## src/rtl/vm2002_pkg.sv

```systemverilog
// Shared types and constants for the VM2002 coin path.
// Coin values are expressed in nickel units.
package vm2002_pkg;

    typedef enum logic [1:0] {
        NICKEL      = 2'd0,
        DIME        = 2'd1,
        QUARTER     = 2'd2,
        ILLEGALCOIN = 2'd3
    } coin_t;

    typedef enum logic [1:0] {
        IDLE   = 2'd0,
        SELECT = 2'd1,
        OFFER  = 2'd2,
        DONE   = 2'd3
    } chg_state_t;

    localparam logic [7:0] NICKEL_VAL  = 8'd1;
    localparam logic [7:0] DIME_VAL    = 8'd2;
    localparam logic [7:0] QUARTER_VAL = 8'd5;

    function automatic logic [7:0] coin_val(input coin_t c);
        case (c)
            QUARTER: coin_val = QUARTER_VAL;
            DIME:    coin_val = DIME_VAL;
            NICKEL:  coin_val = NICKEL_VAL;
            default: coin_val = 8'd0;
        endcase
    endfunction

endpackage

```

## src/rtl/vm2002_coin_select.sv

```systemverilog
// Greedy coin picker: largest denomination that fits the remainder and is in stock.
// Purely combinational; sel_vld=0 means nothing more can be paid.
module vm2002_coin_select
    import vm2002_pkg::*;
#(
    parameter int CNT_W = 8
) (
    input  logic [7:0]       remaining,
    input  logic [CNT_W-1:0] n_cnt,
    input  logic [CNT_W-1:0] d_cnt,
    input  logic [CNT_W-1:0] q_cnt,
    output logic             sel_vld,
    output coin_t            sel_coin
);

    always_comb begin
        sel_vld  = 1'b0;
        sel_coin = NICKEL;
        if (remaining >= QUARTER_VAL && q_cnt != '0) begin
            sel_vld  = 1'b1;
            sel_coin = QUARTER;
        end else if (remaining >= DIME_VAL && d_cnt != '0) begin
            sel_vld  = 1'b1;
            sel_coin = DIME;
        end else if (remaining >= NICKEL_VAL && n_cnt != '0) begin
            sel_vld  = 1'b1;
            sel_coin = NICKEL;
        end
    end

endmodule

```

## src/rtl/vm2002_change_dispenser.sv

```systemverilog
// Change payout engine: greedy coin selection, one coin per handshake,
// saturating inventory refills while idle, and shortfall reporting.
module vm2002_change_dispenser
    import vm2002_pkg::*;
#(
    parameter int CNT_W  = 8,
    parameter int INIT_N = 20,
    parameter int INIT_D = 20,
    parameter int INIT_Q = 20
) (
    input  logic             clk,
    input  logic             rst_n,
    input  logic             chg_req,
    input  logic [7:0]       chg_amt,
    output logic             chg_rdy,
    output logic             busy,
    output logic             coin_valid,
    output logic [1:0]       coin_type,
    input  logic             coin_ready,
    output logic             done,
    output logic [7:0]       shortfall,
    input  logic             refill_en,
    input  logic [1:0]       refill_coin,
    input  logic [CNT_W-1:0] refill_qty,
    output logic [CNT_W-1:0] n_cnt,
    output logic [CNT_W-1:0] d_cnt,
    output logic [CNT_W-1:0] q_cnt
);

    localparam logic [CNT_W-1:0] CNT_MAX = '1;

    chg_state_t state, nxt;
    logic [7:0] remaining;
    coin_t      coin_q;
    logic       sel_vld;
    coin_t      sel_coin;

    function automatic logic [CNT_W-1:0] sat_add(input logic [CNT_W-1:0] a,
                                                 input logic [CNT_W-1:0] b);
        logic [CNT_W:0] s;
        s = {1'b0, a} + {1'b0, b};
        sat_add = s[CNT_W] ? CNT_MAX : s[CNT_W-1:0];
    endfunction

    vm2002_coin_select #(.CNT_W(CNT_W)) u_sel (
        .remaining (remaining),
        .n_cnt     (n_cnt),
        .d_cnt     (d_cnt),
        .q_cnt     (q_cnt),
        .sel_vld   (sel_vld),
        .sel_coin  (sel_coin)
    );

    always_ff @(posedge clk) begin
        if (!rst_n) state <= IDLE;
        else        state <= nxt;
    end

    always_comb begin
        nxt        = state;
        chg_rdy    = 1'b0;
        busy       = 1'b1;
        coin_valid = 1'b0;
        done       = 1'b0;
        case (state)
            IDLE: begin
                chg_rdy = 1'b1;
                busy    = 1'b0;
                if (chg_req) nxt = SELECT;
            end
            // sel_vld already implies remaining > 0
            SELECT: nxt = sel_vld ? OFFER : DONE;
            OFFER: begin
                coin_valid = 1'b1;
                if (coin_ready) nxt = SELECT;
            end
            DONE: begin
                done = 1'b1;
                nxt  = IDLE;
            end
            default: nxt = IDLE;
        endcase
    end

    always_ff @(posedge clk) begin
        if (!rst_n) begin
            remaining <= 8'd0;
            shortfall <= 8'd0;
            coin_q    <= NICKEL;
            n_cnt     <= CNT_W'(INIT_N);
            d_cnt     <= CNT_W'(INIT_D);
            q_cnt     <= CNT_W'(INIT_Q);
        end else begin
            case (state)
                IDLE: begin
                    if (chg_req) begin
                        remaining <= chg_amt;
                        shortfall <= 8'd0;
                    end
                    if (refill_en) begin
                        case (coin_t'(refill_coin))
                            NICKEL:  n_cnt <= sat_add(n_cnt, refill_qty);
                            DIME:    d_cnt <= sat_add(d_cnt, refill_qty);
                            QUARTER: q_cnt <= sat_add(q_cnt, refill_qty);
                            default: ;
                        endcase
                    end
                end
                SELECT: begin
                    if (sel_vld) coin_q    <= sel_coin;
                    else         shortfall <= remaining;
                end
                OFFER: begin
                    if (coin_ready) begin
                        remaining <= remaining - coin_val(coin_q);
                        case (coin_q)
                            NICKEL:  n_cnt <= n_cnt - 1'b1;
                            DIME:    d_cnt <= d_cnt - 1'b1;
                            QUARTER: q_cnt <= q_cnt - 1'b1;
                            default: ;
                        endcase
                    end
                end
                default: ;
            endcase
        end
    end

    assign coin_type = coin_q;

endmodule

```

## config.mk

```make
export PLATFORM = sky130hd
export DESIGN_NAME = vm2002_change_dispenser
export DESIGN_NICKNAME = d
export VERILOG_FILES = /design/src/rtl/vm2002_pkg.sv /design/src/rtl/vm2002_coin_select.sv /design/src/rtl/vm2002_change_dispenser.sv
export SDC_FILE = /design/constraint.sdc
export NUM_CORES = 1
export LEC_CHECK = 0
export CAP_MARGIN = 20
export CORE_ASPECT_RATIO = 1.1
export CORE_MARGIN = 2
export CORE_UTILIZATION = 55
export DETAILED_ROUTE_END_ITERATION = 10
export PLACE_DENSITY = 0.8
export SETUP_SLACK_MARGIN = 0.05
export SLEW_MARGIN = 20
export SYNTH_ARGS = -nofsm -noshare
export SYNTH_HDL_FRONTEND = slang
export SYNTH_SLANG_ARGS = --single-unit
```

## constraint.sdc

```tcl
create_clock -name clk -period 5.2 [get_ports clk]
set_input_delay 1.04 -clock clk [delete_from_list [all_inputs] [get_ports clk]]
set_output_delay 1.04 -clock clk [all_outputs]
set_load 0.02 [all_outputs]
```

== Yosys cells after proc, flatten, opt, wreduce, memory -nomap -nowiden ==
Cells that the tools add are included.

* Add/sub/neg operators: 7
* Muxes and demuxes: 41
* Reduce and logical (&&, ||, !) cells: 18
* Shift-type cells: 0
* Equal/unequal tests: 17
* Bitwise logic cells: 0
* Divide/modulo/power cells: 0
* Order comparisons: 3
* Multiply operators: 0

{| class="wikitable"
|+ Operators by type and width
! operator !! count
|-
| $mux 8 || 22
|-
| $pmux 8 s2 || 5
|-
| $add 8x8->9 || 3
|-
| $reduce_bool 8->1 || 3
|-
| $sub 8x1->8 const B || 3
|-
| $reduce_and 5->1 || 3
|-
| $ne 2x2->1 const B || 6
|-
| $mux 1 || 9
|-
| $pmux 3 s3 || 1
|-
| $eq 2x2->1 const B || 4
|-
| $ge 8x1->1 const B || 1
|-
| $ge 8x2->1 const B || 1
|-
| $ge 8x3->1 const B || 1
|-
| $ne 2x1->1 const B || 4
|-
| $pmux 2 s4 || 1
|-
| $sub 8x8->8 || 1
|-
| $eq 2x1->1 const B || 3
|-
| $logic_not 2->1 || 3
|-
| $mux 2 || 3
|-
| $reduce_and 3->1 || 2
|-
| $reduce_and 2->1 || 2
|-
| $reduce_bool 2->1 || 2
|-
| $logic_and 1x1->1 || 3
|}

* Memories: 0
* Memory bits (writable): 0
* Memory bits (read-only): 0
* Output and inout bits: 38
* Register bits: 44
* Word-level logic and storage cells: 93
* Latch bits: 0
* Input port bits: 23

== Logic depth before layout (Yosys ltp) ==
* Word-level depth: 8
* Depth in mapped cells: 9
* Depth with buffers taken out: 9

== Hierarchy ==
From an unflattened synthesis, not the netlist that was laid out.

* Cells, all modules: 465
* Area total of the unflattened synthesis: 3789.9 µm²

{| class="wikitable"
|+ By module, submodules not included
! module !! cells an instance !! area each (µm²) !! sequential area each (µm²) !! times used
|-
| vm2002_change_dispenser || 447 || 3652.3 || 880.8 || 1
|-
| vm2002_coin_select || 18 || 137.6 || 0.0 || 1
|}

== Worst setup path before layout ==
Ideal clock, no wire load.

* Path type: in2reg
* Start: in refill_qty[0]
* End: reg q_cnt[2]
* Library setup time: 139 ps
* Slack: 2209 ps
* Stages on the path: 8
* Arrival: 2852 ps
* Buffers on the path: 0
* Required time: 5061 ps
* Cell sequence: ha_1 fa_1 a21o_1 a21oi_1 o21ai_0 a31o_2 nor3_1 a31oi_1

* Longest elaborated chain between the ends: 5

{| class="wikitable"
|+ RTL lines
! element !! RTL line !! text
|-
| from (decl) || vm2002_change_dispenser.sv:24 || <nowiki>input logic [CNT_W-1:0] refill_qty,</nowiki>
|-
| $add 8x8->9 || vm2002_change_dispenser.sv:41 || <nowiki>s = {1'b0, a} + {1'b0, b};</nowiki>
|-
| $mux 8 || vm2002_change_dispenser.sv:42 || <nowiki>sat_add = s[CNT_W] ? CNT_MAX : s[CNT_W-1:0];</nowiki>
|-
| $mux 8 || vm2002_change_dispenser.sv:101 || <nowiki>case (coin_t'(refill_coin))</nowiki>
|-
| $mux 8 || vm2002_change_dispenser.sv:100 || <nowiki>if (refill_en) begin</nowiki>
|-
| $pmux 8 s2 || vm2002_change_dispenser.sv:94 || <nowiki>case (state)</nowiki>
|-
| to (signal assigned) || vm2002_change_dispenser.sv:92 || <nowiki>q_cnt <= CNT_W'(INIT_Q);</nowiki>
|-
| to (signal assigned) || vm2002_change_dispenser.sv:104 || <nowiki>QUARTER: q_cnt <= sat_add(q_cnt, refill_qty);</nowiki>
|-
| to (signal assigned) || vm2002_change_dispenser.sv:119 || <nowiki>QUARTER: q_cnt <= q_cnt - 1'b1;</nowiki>
|-
| to (decl) || vm2002_change_dispenser.sv:27 || <nowiki>output logic [CNT_W-1:0] q_cnt</nowiki>
|}

Every way passes these cells. The select of a mux whose other input is x is not followed.
A chain may end at the register's enable or synchronous reset.

== Worst setup path in the final report ==
* Start: reg state[0]
* End: out coin_valid

* Longest elaborated chain between the ends: 2

{| class="wikitable"
|+ RTL lines
! element !! RTL line !! text
|-
| from (decl) || vm2002_change_dispenser.sv:32 || <nowiki>chg_state_t state, nxt;</nowiki>
|-
| from (signal assigned) || vm2002_change_dispenser.sv:56 || <nowiki>else state <= nxt;</nowiki>
|-
| $eq 2x2->1 || vm2002_change_dispenser.sv:65 || <nowiki>case (state)</nowiki>
|-
| $mux 1 || vm2002_change_dispenser.sv:65 ||
|-
| to (decl) || vm2002_change_dispenser.sv:17 || <nowiki>output logic coin_valid,</nowiki>
|}

Every way passes these cells.

==> reports/qor.yml <==
outcome:
  outcome: "finished, final reports clean"
floorplanning:
  io_pins: 61
  rows: 30
  die_area_mm2: 0.00687
  die_w_um: 79.2
  core_area_mm2: 0.00608
  die_height_um: 86.7
  initial_core_util: 0.563
timing:
  setup_viol_count_final: 0
  finClkSkew_ns: 0.00689
  slew_violations: 0
  fin_tns_setup_ns: 0
  worstMarginPinSlew_ns: 1.06
  rsz0062_at_grt: "false"
  finalHoldViolCount: 0
  relSlewSlack: 0.288
  layout_setup_ws_ns: 1.65
  fin_crit_ns: 3.55
  fmax_mhz: 282
  holdWs_ns: 0.461
  min_period_over_period: 0.683
routing:
  post_drt_wl_per_cell_um: 16.3
  drc: 0
  vias_per_cell: 6.10
  vias: 3551
  drt_iter0_markers: 286
  dr.pass1.iters: 5
  drt_wl_total_mm: 9.50
  ant_nets: 0
setup_path:
  cpMostUsedCell: "inv_1"
  required_ns: 4.16
  worstPathCellList: "inv_1, nand2_1, inv_1, clkdlybuf4s50_1"
  rrSetupSlack_ns: 2.42
  cp_top_family: "buffers and inverters"
  arrival_ns: 2.51
  path_class: "flop to output port"
  cpPeakStageDelay_ns: 0.80
  endpoint_kind: "output port"
  critPathBufInv: 3
  startpoint_type: "flop"
  critical_path.max_fanout: 27
  cpMaxStageDelayCell: "nand2_1"
final_layout:
  diodes: 0
  drive_above_1_share: 0.0319
  nets: 558
  area.growth.synth_to_final_pct: 22.3
  final_common_cell: "clkdlybuf4s50_1"
  final_cell_mix: "clkdlybuf4s50_1, nand2_1, a21oi_1, dfxtp_1, nor2_1"
  fin_cells: 582
power_and_ir_drop:
  p_per_area_mw_per_mm2: 243
  power_leakage_nw: 1.66
  ir_drop_uv: 116
synth:
  synth_top_area_frac: 0.257
  synth-adder-area-share: 0.133
  ys_top_cells_by_area: "dfxtp_1, ha_1, a21oi_1"
  synth_top_family_by_area: "compound AO/OA/AOI/OAI gates"
  synth_top_area_cell: "dfxtp_1"
  synth_compound_area_frac: 0.290
  seq_area_frac_synth: 0.257
  synth_nets: 504
  synthFlopType: "dfxtp_1"
  syn_avg_cell_area_um2: 7.66
  synth-xor-area-share: 0.0486
  synth_edf_count: 0
  synth_simple_gate_area_share: 0.202
  netlist_area_mm2: 0.00342
  yosysWarnings: 0
  ys_seq_elements: 44
  synthDistinctLibCells: 51
  netlist_instances: 447
  synth_mux_area_frac: 0.0263
  async_flop_share: 0
global_route:
  grt_pass1_vias: 3279
  antenna_found_initial: 0
  grt_pass1_wl_mm: 15.2
  grt_max_degree: 31
  grt_use_total: 0.279
  grt_overflow: 0
clock_network:
  clk_pin_slew_ns: 0.09
  clock_sinks: 44
  cts.path.max_buffers: 2
  post-cts-setup-buffers: 0
  cts_tree: "yes"
  ctsResizeCount: 0
  hold_buffers: 0
  cts_buffers: 5
  cts_max_level: 2
  clock_latency_ns: 0.30
  cts_root_buffer: "clkbuf_8"
placement:
  portBuffers: 60
  place_inst: 574
  place_congestion: 0.930
  hpwl_mm: 6.99
  dp_slack_ns: 1.39
job:
  drv_cap: 0
min_path:
  worst_hold_path_type: "flop to flop"
-- power by group --
part | internal [W] | switching [W]
Sequential | 0.000359 | 0.0000383
Clock | 0.000143 | 0.000124
Combinational | 0.000154 | 0.000200
Total | 0.000656 | 0.000362
-- routing by layer --
metal | GRT usage | share of wire
met3 | 0.0427 | 0.058
met1 | 0.342 | 0.43
met5 | 0 | 0
met2 | 0.500 | 0.49
met4 | 0.0925 | 0.019
-- kinds of logic (layout without fill, tap and decap cells) --
group	count (synthesis)	count (layout)
compound gates	154	154
xor+xnor	19	19
fa+ha+maj	34	34
buf+inv	37	92
flops	44	44
mux	9	9
simple gates	150	150
-- registers in the layout, summed over array words and instances, names as in the netlist --
register   count
d_cnt          8
n_cnt          8
q_cnt          8
remaining      8
shortfall      8
coin_type      2
state          2
-- area by class of cell --
class / instances / area, um^2
fill: 540 / 1900
timing repair buffer: 63 / 623
sequential: 44 / 881
tap: 80 / 100
clock buffer: 6 / 72.6
clock inverter: 2 / 35.0
inverter: 21 / 78.8
multi-input combinational: 366 / 2390
-- worst register-to-register path: stages (launching register included) --
cell and delay (ns):
dfxtp_1 0.50, inv_1 0.19, nand2_1 0.80, inv_1 0.14
buf_4 0.29, nor2_1 0.12, o21ai_1 0.21, o2111ai_1 0.26
o21ai_0 0.11
-- stage by stage --
step | power, W | instance area, um^2 | utilization
global route | 0.00107 | 4190 | 0.688
CTS | 0.00101 | 4190 | 0.688
detailed placement | 0.000752 | 4080 | 0.671
floorplan | 0.000637 | 3420 | -
finish | 0.00102 | 4190 | 0.688
global placement | 0.000743 | 4080 | 0.671
-- worst paths after layout --
path / startpoint / to / cells past startpoint
setup reg to reg: state[0] / d_cnt[3] / 8
hold / removal: shortfall[2] / shortfall[2] / 2
setup / recovery: state[0] / coin_valid / 4
hold reg to reg: shortfall[2] / shortfall[2] / 2
-- cell usage after synthesis (all sizes together) (3+ instances only) --
| master | count |
|---|---|
| a211oi | 12 |
| a21o | 6 |
| a21oi | 48 |
| a31oi | 6 |
| clkbuf | 14 |
| dfxtp | 44 |
| fa | 4 |
| ha | 30 |
| inv | 21 |
| mux2i | 9 |
| nand2 | 54 |
| nand2b | 9 |
| nand3 | 12 |
| nor2 | 40 |
| nor2b | 3 |
| nor3 | 14 |
| nor4b | 3 |
| o211ai | 6 |
| o21a | 7 |
| o21ai | 34 |
| o21bai | 4 |
| o221ai | 5 |
| o31ai | 5 |
| o32ai | 4 |
| or3 | 7 |
| xnor2 | 10 |
| xor2 | 9 |
No activity file was read; power rests on OpenSTA's default activity.
